===== src/rtl/cpu_types_pkg.sv =====
// Shared pipeline types: per-latch command encoding and hazard-sequencer states.
package cpu_types_pkg;

    typedef enum logic [1:0] {
        PIPE_ENABLE = 2'd0,
        PIPE_STALL  = 2'd1,
        PIPE_NOP    = 2'd2
    } pipe_state_t;

    typedef enum logic [1:0] {
        RUN   = 2'd0,
        DWAIT = 2'd1,
        HALT  = 2'd2
    } hz_state_t;

    // A write to $zero never creates a dependency.
    function automatic logic reg_dep(input logic [4:0] wsel, input logic [4:0] src);
        return (wsel != 5'd0) && (wsel == src);
    endfunction

endpackage


===== src/rtl/hazard_load_use.sv =====
// Load-use dependency detector between the EX load and the ID source operands.
module hazard_load_use
    import cpu_types_pkg::*;
(
    input  logic       ld_ex_i,
    input  logic [4:0] wsel_ex_i,
    input  logic [4:0] rs_id_i,
    input  logic [4:0] rt_id_i,
    output logic       hazard_o
);

    assign hazard_o = ld_ex_i & (reg_dep(wsel_ex_i, rs_id_i) | reg_dep(wsel_ex_i, rt_id_i));

endmodule


===== src/rtl/pipeline_hazard_control.sv =====
// Pipeline latch sequencer: memory waits, redirect flushes, load-use stalls, halt,
// plus saturating stall/flush performance counters.
module pipeline_hazard_control
    import cpu_types_pkg::*;
#(
    parameter int CNT_W = 32
) (
    input  logic             CLK,
    input  logic             RST,
    input  logic             ihit,
    input  logic             dhit,
    input  logic             dREN_mem,
    input  logic             dWEN_mem,
    input  logic             branch_taken_mem,
    input  logic             jump_ex,
    input  logic             halt_mem,
    input  logic             dREN_ex,
    input  logic [4:0]       regWSEL_ex,
    input  logic [4:0]       rs_id,
    input  logic [4:0]       rt_id,
    output logic             pc_en,
    output pipe_state_t      fd_state,
    output pipe_state_t      de_state,
    output pipe_state_t      em_state,
    output pipe_state_t      mw_state,
    output logic             halted,
    output logic [CNT_W-1:0] stall_cnt,
    output logic [CNT_W-1:0] flush_cnt
);

    hz_state_t        state_q, state_d;
    logic             halted_q;
    logic [CNT_W-1:0] stall_q, flush_q;
    logic             load_use_s;
    logic             dmem_pend_s;
    logic             flush_ev_s;
    logic             stall_ev_s;

    hazard_load_use u_load_use (
        .ld_ex_i   (dREN_ex),
        .wsel_ex_i (regWSEL_ex),
        .rs_id_i   (rs_id),
        .rt_id_i   (rt_id),
        .hazard_o  (load_use_s)
    );

    assign dmem_pend_s = (dREN_mem | dWEN_mem) & ~dhit;

    // Priority encoder producing latch commands and next FSM state.
    always_comb begin
        state_d    = state_q;
        fd_state   = PIPE_ENABLE;
        de_state   = PIPE_ENABLE;
        em_state   = PIPE_ENABLE;
        mw_state   = PIPE_ENABLE;
        pc_en      = 1'b1;
        flush_ev_s = 1'b0;
        if (RST) begin
            state_d  = RUN;
            fd_state = PIPE_NOP;
            de_state = PIPE_NOP;
            em_state = PIPE_NOP;
            mw_state = PIPE_NOP;
            pc_en    = 1'b0;
        end else begin
            case (state_q)
                HALT: begin
                    fd_state = PIPE_STALL;
                    de_state = PIPE_STALL;
                    em_state = PIPE_STALL;
                    mw_state = PIPE_STALL;
                    pc_en    = 1'b0;
                end
                RUN, DWAIT: begin
                    if (halt_mem) begin
                        state_d  = HALT;
                        fd_state = PIPE_NOP;
                        de_state = PIPE_NOP;
                        em_state = PIPE_NOP;
                        pc_en    = 1'b0;
                    end else if (dmem_pend_s) begin
                        state_d  = DWAIT;
                        fd_state = PIPE_STALL;
                        de_state = PIPE_STALL;
                        em_state = PIPE_STALL;
                        mw_state = PIPE_NOP;
                        pc_en    = 1'b0;
                    end else begin
                        state_d = RUN;
                        // Redirects load the PC even without ihit so the target is fetched.
                        if (branch_taken_mem) begin
                            fd_state   = PIPE_NOP;
                            de_state   = PIPE_NOP;
                            em_state   = PIPE_NOP;
                            flush_ev_s = 1'b1;
                        end else if (jump_ex) begin
                            fd_state   = PIPE_NOP;
                            de_state   = PIPE_NOP;
                            flush_ev_s = 1'b1;
                        end else if (load_use_s) begin
                            fd_state = PIPE_STALL;
                            de_state = PIPE_NOP;
                            pc_en    = 1'b0;
                        end else if (!ihit) begin
                            fd_state = PIPE_NOP;
                            pc_en    = 1'b0;
                        end else begin
                            pc_en = 1'b1;
                        end
                    end
                end
                default: begin
                    state_d  = RUN;
                    fd_state = PIPE_NOP;
                    de_state = PIPE_NOP;
                    em_state = PIPE_NOP;
                    mw_state = PIPE_NOP;
                    pc_en    = 1'b0;
                end
            endcase
        end
    end

    assign stall_ev_s = ~RST & ~pc_en & (state_q != HALT);

    // FSM state, halted flag and saturating performance counters.
    always_ff @(posedge CLK) begin
        if (RST) begin
            state_q  <= RUN;
            halted_q <= 1'b0;
            stall_q  <= '0;
            flush_q  <= '0;
        end else begin
            state_q  <= state_d;
            halted_q <= (state_d == HALT);
            if (stall_ev_s && (stall_q != {CNT_W{1'b1}})) begin
                stall_q <= stall_q + CNT_W'(1);
            end
            if (flush_ev_s && (flush_q != {CNT_W{1'b1}})) begin
                flush_q <= flush_q + CNT_W'(1);
            end
        end
    end

    assign halted    = halted_q;
    assign stall_cnt = stall_q;
    assign flush_cnt = flush_q;

endmodule


===== config.mk =====
export PLATFORM = sky130hd
export DESIGN_NAME = pipeline_hazard_control
export DESIGN_NICKNAME = d
export VERILOG_FILES = /design/src/rtl/cpu_types_pkg.sv /design/src/rtl/hazard_load_use.sv /design/src/rtl/pipeline_hazard_control.sv
export SDC_FILE = /design/constraint.sdc
export NUM_CORES = 1
export LEC_CHECK = 0
export ABC_CLOCK_PERIOD_IN_PS = 7200
export CAP_MARGIN = 25
export CORE_UTILIZATION = 45
export CTS_CLUSTER_SIZE = 16
export DETAILED_ROUTE_END_ITERATION = 8
export PLACE_DENSITY = 0.76
export SYNTH_ARGS = -nofsm -noshare
export SYNTH_HDL_FRONTEND = slang
export SYNTH_SLANG_ARGS = --single-unit

===== constraint.sdc =====
create_clock -name CLK -period 7.2 [get_ports CLK]
set_input_delay 1.44 -clock CLK [delete_from_list [all_inputs] [get_ports CLK]]
set_output_delay 1.44 -clock CLK [all_outputs]
set_load 0.03 [all_outputs]

==> impl_metrics.csv <==
group,metric,value,unit
clocking,cts_buffer_depth,2,
critical_path,end_kind,"primary output",
yosys,ys_types,45,
clocking,numCtsBuffers,9,
sta,fin_crit_sh,73.5,%
yosys,mappedNetlistNets,440,
sta,finalCriticalPeriod,5290,ps
sta,finClkSkew,7.66,ps
floorplan,initial_core_util,47.3,%
final_layout,utilization,63.7,%
routing,drtIter0Drc,151,
routing,wl_per_cell,14.5,µm
final_layout,num-fill-cells,622,
routing,via_per_inst,5.64,
sta,maxSlewHeadroom,53.1,%
sta,max_slew.worst_pin.slew,698,ps
critical_path,cp-startpoint,"regWSEL_ex[2]",
clocking,cts.sinks,67,
place,numPortBuffers,98,
yosys,yosys.area.top_type,"dfxtp_1",
grt,grt_pass1_wl,14600,µm
yosys,ys_ff_latch,67,
critical_path,rr_startpoint,"stall_cnt[2]$_SDFFE_PP0P_",
place,dp_hpwl,6010,µm
grt,first_global_vias,3082,
final_layout,drive_gt1_share,4.94,%
critical_path,crit_path_frequent_cell,"clkdlybuf4s50_1",
yosys,syn_area_per_cell,8.39,µm²
critical_path,critical_path_required,5760,ps
final_layout,n_antenna_cell,0,
floorplan,ios,99,
sta,setup_tns,0,ps
sta,finalHoldViolCount,0,
yosys,ys_async_sr_fraction,0,%
final_layout,layout.nets,528,
power,power.density,168,nW/µm²
critical_path,critical-path-top-delay-family,"buffers and inverters",
grt,track_usage,22.0,%
yosys,yosysTopAreaCellShare,38.7,%
floorplan,std_cell_rows,31,
routing,vias,3412,
yosys,synth_flop_cell,"dfxtp_1",
clocking,htreeDepth,3,
clocking,clock-root-buffer,"clkbuf_8",
critical_path,cp_max_fo,4,
critical_path,slowest_stage,"clkdlybuf4s50_1",
worst_hold_path,hp-class,"register to register",
yosys,syn_area,3470,µm²
yosys,synth_edf_count,0,
sta,setup-violations-final,0,
floorplan,core,7330,µm²
yosys,yosysMostFrequentCell,"dfxtp_1",
critical_path,worstPathCellList,"clkdlybuf4s50_1, or4_1, o221ai_2, o2111a_1, and2_1, clkdlybuf4s50_1",
yosys,syn-instance-count,413,
grt,grt_max_degree,64,
grt,grt_antenna_before_repair,0,
run,cap_violations,0,
routing,drc_errors,0,
floorplan,dieArea,8060,µm²
routing,detail-route-antenna-nets,0,
place,gp_congestion,0.781,
critical_path,crit_buf_inv,2,
grt,grt_overflow,0,
yosys,synth.top_cells.by_area,"dfxtp_1 39%, xor2_1 6.6%, o31ai_1 5.8%, or4_1 5.6%, a21oi_1 5.1%",
clocking,ctsResizeCount,0,
worst_hold_path,hp-start,"stall_cnt[28]$_SDFFE_PP0P_",
critical_path,start_kind,"input port",
clocking,ctsHoldBuffers,0,
clocking,clk_latency,340,ps
critical_path,critPathMaxStageDelay,690,ps
final_layout,area_delta_synth_final,34.8,%
yosys,ys.warnings.count,0,
sta,rsz0062_at_grt,"false",
sta,clock.fmax,0.189,GHz
critical_path,crit_arrival,3850,ps
floorplan,die_x,89.8,µm
clocking,post_cts_buffers,0,
power,p_leak,0.00147,µW
yosys,ys_seq_area_share,38.7,%
critical_path,path_class,"input port to primary output",
floorplan,die-height,89.8,µm
power,peakVddDrop,0.101,mV
routing,wirelength,8770,µm
routing,first_pass_iters,4,
status,status,"finished, final reports clean",
yosys,synth_common_cells,"67 x dfxtp_1, 44 x nor2_1, 35 x a21oi_1, 33 x nand2_1, 27 x o31ai_1",
sta,final_max_slew_viol_count,0,
clocking,cts_tree,"built",
clocking,clkTransAtPathRegs,70,ps
## cell type report
cell class,instances,area (µm²),area share [%]
clock inverter,5,77.6,1.66
sequential,67,1340,28.7
multi-input combinational,320,1990,42.7
clock buffer,11,131,2.81
timing repair buffer,101,998,21.4
inverter,2,7.51,0.161
tap,99,124,2.65
## state kept, by name, summed over array words and instances (netlist names)
name       flops
flush_cnt     32
stall_cnt     32
state_q        2
halted         1
## power breakdown
group / leakage, µW / internal [µW] / switching (µW)
sequential: 0.000540 / 373 / 2.08
clock: 0.000103 / 194 / 143
combinational: 0.000827 / 30.2 / 45.4
## cell families (layout without fill, tap and decap cells)
logic type | count (synthesis) | in the layout | share of synthesized area [%]
AO/OA/AOI/OAI | 79 | 79 | 15.1
XOR/XNOR | 39 | 39 | 9.86
adder cells (fa/ha/maj) | 2 | 2 | 0.722
buffers and inverters | 26 | 119 | 3.79
flip-flops | 67 | 67 | 38.7
multiplexers | 1 | 1 | 0.289
AND/OR/NAND/NOR | 199 | 199 | 31.6
## cells in the final DEF, fill, tap and decap left out, types with 2 or more instances in the layout
| master | n |
|---|---|
| clkbuf_8 | 9 |
| nand2_1 | 33 |
| o31ai_1 | 27 |
| clkbuf_1 | 2 |
| and4_1 | 11 |
| or3_1 | 5 |
| bufinv_16 | 2 |
| and3_1 | 8 |
| ha_1 | 2 |
| nor3_2 | 2 |
| o41ai_1 | 2 |
| clkdlybuf4s50_1 | 97 |
| nor3_1 | 4 |
| or2_1 | 2 |
| and2_1 | 7 |
| a2111oi_2 | 2 |
| clkinv_2 | 2 |
| or4_1 | 26 |
| o21ai_1 | 2 |
| or4b_1 | 2 |
| xor2_1 | 26 |
| buf_4 | 3 |
| nand3_1 | 25 |
| nand4_1 | 22 |
| xnor2_1 | 13 |
| dfxtp_1 | 67 |
| nor2b_1 | 2 |
| a21oi_1 | 35 |
| o21ai_0 | 3 |
| nor2_1 | 44 |
## final timing paths
kind / endpoint / slack, ps / depth (start not counted)
min reg2reg: stall_cnt[28]$_SDFFE_PP0P_ / 500 / 2
min: stall_cnt[28]$_SDFFE_PP0P_ / 500 / 2
max: pc_en / 1910 / 6
max reg2reg: stall_cnt[22]$_SDFFE_PP0P_ / 4460 / 8
## per-layer routing
layer / part of all wire, % / GRT usage, % / vias to the layer above / routed length, µm
met5: 0 / 0 / - / 0
met4: 0.94 / 7.24 / 0 / 82
met3: 6.5 / 6.43 / 9 / 573
met2: 47 / 35.9 / 96 / 4130
met1: 45 / 27.9 / 1588 / 3980
li1: - / - / 1719 / -
## through the flow
step | setup WS [ps] | std cells | hold WS [ps] | cell area, µm² | total power, µW
final | 1910 | 605 | 498 | 4670 | 787
after global routing | 1780 | 605 | 516 | 4670 | 817
after CTS | 1880 | 605 | 496 | 4670 | 795
after detailed placement | 1880 | 589 | 487 | 4460 | 459
after global placement | 1930 | 589 | 469 | 4460 | 457
after floorplan | 2590 | 413 | 539 | 3470 | 429
## tightest hold or removal path, cell delays in order, from the launching register on
cell and delay, ps:
dfxtp_1 330, o41ai_1 70, a21oi_1 50
Note: power is estimated with default switching activity, not from simulation.
